### src/rtl/sprite_datapath.sv
`default_nettype none
// ============================================================================
// Module   : sprite_datapath
// Purpose  : Sprite position/direction registers plus a SIZE x SIZE pixel
//            scanner that feeds x/y/colour to a VGA adapter.
// Revision : 1.0 - initial release
// ============================================================================
module sprite_datapath #(
  parameter int          SIZE         = 16,
  parameter int          SCREEN_W     = 160,
  parameter int          SCREEN_H     = 120,
  parameter int          INIT_X       = 0,
  parameter int          INIT_Y       = 0,
  parameter logic [2:0]  DRAW_COLOUR  = 3'b111,
  parameter logic [2:0]  ERASE_COLOUR = 3'b000,
  parameter logic [2:0]  OVER_COLOUR  = 3'b100
) (
  input  logic       clk,
  input  logic       reset_n,
  input  logic       datapath_en_i,
  input  logic [1:0] op_i,
  input  logic       move_en_i,
  input  logic [1:0] dir_i,
  input  logic       load_coord_i,
  output logic [7:0] x_o,
  output logic [6:0] y_o,
  output logic [2:0] colour_o,
  output logic       pixel_valid_o,
  output logic       done_o,
  output logic       touch_edge_o
);

  localparam int         LOG2  = $clog2(SIZE);
  localparam int         CW    = 2 * LOG2;
  localparam logic [7:0] MAX_X = 8'(SCREEN_W - SIZE);
  localparam logic [6:0] MAX_Y = 7'(SCREEN_H - SIZE);

  typedef enum logic [1:0] {
    DIR_RIGHT = 2'b00,
    DIR_LEFT  = 2'b01,
    DIR_DOWN  = 2'b10,
    DIR_UP    = 2'b11
  } dir_e;

  dir_e            dir_q;
  logic [7:0]      pos_x_q, pos_x_d;
  logic [6:0]      pos_y_q, pos_y_d;
  logic            blocked;
  logic            touch_q;
  logic [CW-1:0]   cnt_q;
  logic [LOG2-1:0] col, row;
  logic [2:0]      colour_sel;
  logic [7:0]      x_q;
  logic [6:0]      y_q;
  logic [2:0]      colour_q;
  logic            valid_q;
  logic            done_q;

  // Candidate position for one step; a blocked step leaves the position as is.
  always_comb begin
    pos_x_d = pos_x_q;
    pos_y_d = pos_y_q;
    blocked = 1'b0;
    case (dir_q)
      DIR_RIGHT: if (pos_x_q >= MAX_X) blocked = 1'b1; else pos_x_d = pos_x_q + 8'd1;
      DIR_LEFT:  if (pos_x_q == 8'd0)  blocked = 1'b1; else pos_x_d = pos_x_q - 8'd1;
      DIR_DOWN:  if (pos_y_q >= MAX_Y) blocked = 1'b1; else pos_y_d = pos_y_q + 7'd1;
      default:   if (pos_y_q == 7'd0)  blocked = 1'b1; else pos_y_d = pos_y_q - 7'd1;
    endcase
  end

  always_comb begin
    colour_sel = ERASE_COLOUR;
    case (op_i)
      2'b00:   colour_sel = DRAW_COLOUR;
      2'b10:   colour_sel = OVER_COLOUR;
      default: colour_sel = ERASE_COLOUR;
    endcase
  end

  assign col = cnt_q[LOG2-1:0];
  assign row = cnt_q[CW-1:LOG2];

  always_ff @(posedge clk) begin
    if (!reset_n) begin
      pos_x_q  <= 8'(INIT_X);
      pos_y_q  <= 7'(INIT_Y);
      dir_q    <= DIR_RIGHT;
      touch_q  <= 1'b0;
      cnt_q    <= '0;
      x_q      <= 8'd0;
      y_q      <= 7'd0;
      colour_q <= ERASE_COLOUR;
      valid_q  <= 1'b0;
      done_q   <= 1'b0;
    end else begin
      if (move_en_i) begin
        dir_q <= dir_e'(dir_i);
      end
      if (load_coord_i) begin
        pos_x_q <= pos_x_d;
        pos_y_q <= pos_y_d;
        touch_q <= blocked;
      end
      // Counter width is exactly 2*log2(SIZE), so the increment wraps by itself.
      if (datapath_en_i) begin
        cnt_q <= cnt_q + CW'(1);
      end else begin
        cnt_q <= '0;
      end
      x_q      <= pos_x_q + {{(8-LOG2){1'b0}}, col};
      y_q      <= pos_y_q + {{(7-LOG2){1'b0}}, row};
      colour_q <= colour_sel;
      valid_q  <= datapath_en_i;
      done_q   <= datapath_en_i && (cnt_q == {CW{1'b1}});
    end
  end

  assign x_o           = x_q;
  assign y_o           = y_q;
  assign colour_o      = colour_q;
  assign pixel_valid_o = valid_q;
  assign done_o        = done_q;
  assign touch_edge_o  = touch_q;

endmodule
`default_nettype wire
### config.mk
export PLATFORM = sky130hd
export DESIGN_NAME = sprite_datapath
export DESIGN_NICKNAME = d
export VERILOG_FILES = /design/src/rtl/sprite_datapath.sv
export SDC_FILE = /design/constraint.sdc
export NUM_CORES = 1
export LEC_CHECK = 0
export BUFFER_PORTS_ARGS = -buffer_cell sky130_fd_sc_hd__buf_2
export CELL_PAD_IN_SITES_DETAIL_PLACEMENT = 1
export CELL_PAD_IN_SITES_GLOBAL_PLACEMENT = 1
export CORE_MARGIN = 4
export CORE_UTILIZATION = 35
export DETAILED_ROUTE_END_ITERATION = 6
export GPL_ROUTABILITY_DRIVEN = 0
export GPL_TIMING_DRIVEN = 0
export PLACE_DENSITY = 0.78
export SYNTH_ARGS = -nofsm -noshare
export SYNTH_HDL_FRONTEND = slang
export SYNTH_SLANG_ARGS = --single-unit
### constraint.sdc
create_clock -name clk -period 1.8 [get_ports clk]
set_input_delay 0.09 -clock clk [delete_from_list [all_inputs] [get_ports clk]]
set_output_delay 0.09 -clock clk [all_outputs]
set_load 0.03 [all_outputs]
==> metrics.csv <==
stage;metric;value;unit
status;status;finished with violations;
status;violations;setup timing;
routing;postRouteAntennaNets;0;
floorplanning;ios;30;
placed_design;dp_hpwl;4.02;mm
timing;period_share;107;%
critical_path;r2r_start;pos_x_q[7];
placed_design;post_dp_cell_area;2640;um^2
finish;nets;324;
timing;setup-tns-final;-0.670;ns
critical_path;cp-start-kind;flop;
grt;antenna_found_initial;0;
power;p_leak;1.36;nW
floorplanning;die_w;90.1;um
power;power_density;722;nW/um^2
critical_path;r2r-end;pos_x_q[0];
logic_synthesis;synth-async-reset-ratio;0;%
critical_path;crit_path_end_kind;flop;
cts;clock_path_buffers;2;
floorplanning;core;6460;um^2
grt;grt_pass1_vias;2029;
cts;insertion_delay;0.30;ns
logic_synthesis;synth_edf_count;0;
power;ir_worst_vdd;0.291;mV
floorplanning;rows;29;
logic_synthesis;ys.flop_type;dfxtp_1;
timing;maxSlewViolCount;0;
logic_synthesis;synth_fp_nets;274;
logic_synthesis;ys_seq_area_share;38.2;%
critical_path;crit_type;flop to flop;
logic_synthesis;synth_warnings;0;
grt;grt-ovfl-total;0;
critical_path;arrival;2.12;ns
finish;final_cell_mix;32 x dfxtp_1, 30 x buf_2, 16 x nand2_1, 15 x mux2i_1, 14 x and2_1;
critical_path;crit_path_end;pos_x_q[0];
routing;post_drt_via_cell_ratio;5.14;
routing;wirelength;6.03;mm
critical_path;cp.required;2.00;ns
timing;setup_viol;10;
routing;dr.pass1.iters;4;
floorplanning;dieArea;8120;um^2
placed_design;dp_slack;-0.252;ns
timing;period_needed;1.92;ns
timing;layout_setup_ws;-0.122;ns
logic_synthesis;syn_inst;246;
logic_synthesis;synth-seq-cells;45;
cts;tritoncts;built;
cts;numCtsBuffers;5;
grt;grt_max_degree;14;
worst_hold_path;hp-class;input port to flop;
timing;clock-skew-final;0.00633;ns
routing;wl_per_cell;16.1;um
routing;drc;0;
critical_path;worstSetupStartpoint;pos_x_q[7];
finish;final_area;3070;um^2
critical_path;critPathMaxFanout;3;
floorplanning;fp.dieH;90.1;um
timing;fmax;0.520;GHz
timing;grt_setup_unrepaired;true;
grt;grt_pass1_wl;9.69;mm
finish;layout_commonest_cell;dfxtp_1;
timing;finalHoldViolCount;0;
finish;num_antenna_cells;0;
job;maxCapViolations;0;
critical_path;r2r.worst_path.cells;6;
critical_path;reg2reg_slack;-0.12;ns
finish;drive_gt1_share;37.7;%
timing;tightest_slew;0.558;ns
placed_design;port_buffers;29;
routing;drt_iter0_drc;84;
logic_synthesis;synth_cell_types;52;
cts;htreeDepth;2;
routing;via_count;1924;
logic_synthesis;synth.cell_area;2360;um^2
timing;slew-limit-headroom;62.8;%
cts;path_clk_slew;0.09;ns
cts;cts_sinks;45;
finish;area_delta_synth_final;30.1;%
grt;track_usage;14.6;%
power;power.total;2.22;mW
cts;clockRootBuffer;clkbuf_8;
floorplanning;initial_core_util;36.5;%
logic_synthesis;avgSynthCellArea;9.59;um^2
## synthesized netlist by cell type (all sizes together), types with 4 or more instances
master  instances  area share (%)
clkbuf          5             1.2
or3             4             1.4
xor2            8             3.0
nor2           11             1.7
nand2b          8             2.1
and3            4             1.1
mux2i          15             6.4
xnor2          11             4.1
o21ai           8             1.7
a21oi           9             2.1
dfxtp          45              38
a21o            5             1.6
nor2b          12             3.2
inv             7             1.1
nand3           7             1.5
and2           15             4.1
ha             16             8.5
nand2          21             3.4
## layout make-up
cell class              instances  area, um^2
clock inverters                 1        5.00
well taps                      77        96.3
fillers                       742        3390
plain buffers                   5        23.8
repair buffers                 46         289
multi-input cells             186        1600
clock buffers                   7        96.3
flip-flops and latches         45         932
inverters                       7        31.3
## cells by family after synthesis
logic type | Yosys count | synth area share [%]
AO/OA/AOI/OAI | 38 | 11.0
flip-flops | 45 | 38.2
adder cells (fa/ha/maj) | 19 | 11.0
AND/OR/NAND/NOR | 94 | 22.6
multiplexers | 16 | 6.84
XOR/XNOR | 19 | 7.05
buffers and inverters | 15 | 3.34
## power breakdown
group	switching (mW)	internal, mW
combinational	0.229	0.206
sequential	0.0474	1.04
clock	0.352	0.348
## through the flow
step,hold WS (ns),instances,util [%]
2_1_floorplan,0.162,246,-
3_3_place_gp,0.249,352,40.9
3_5_place_dp,0.253,352,40.9
4_1_cts,0.0182,372,45.5
5_1_grt,0.0215,374,47.5
6_report,0.0326,374,47.5
## routing by layer
layer  track usage (%)  vias up  share of wire, %
met3              2.84        5               2.3
met1              17.9      944                47
met2              25.4       21                50
met4              4.85        0               1.3
li1                  -      954                 -
met5                 0        -                 0
## worst min-delay path by stage
stage,slack [ns],endpoint,cells after the start,startpoint
finish,0.03,touch_edge_o,2,load_coord_i
detailed placement,0.25,colour_o[1],2,op_i[1]
global route,0.02,touch_edge_o,2,load_coord_i
floorplan,0.16,colour_o[1],1,op_i[1]
global placement,0.25,colour_o[1],2,op_i[1]
CTS,0.02,touch_edge_o,2,load_coord_i
## what timing repair did
action	CTS	global route
resized for setup	30	31
hold buffers	2	0
pin swaps	13	14
endpoints found under the setup margin	17	20
gates cloned	0	0
hold endpoints to repair	2	0
setup buffers	12	3
## registers in the layout, indices dropped and copies added, names as in the netlist
signal	count
cnt_q	8
colour_o	2
dir_q	2
done_o	1
pixel_valid_o	1
pos_x_q	8
pos_y_q	7
touch_edge_o	1
x_o	8
y_o	7
## worst max-delay path: stages (launching register included)
cell and delay (ns):
dfxtp_4 0.35, or4_4 0.51, or4_4 0.51, buf_6 0.14, nand2_4 0.07, mux2i_1 0.06
and2_1 0.17
No activity file was read; power rests on OpenSTA's default activity.
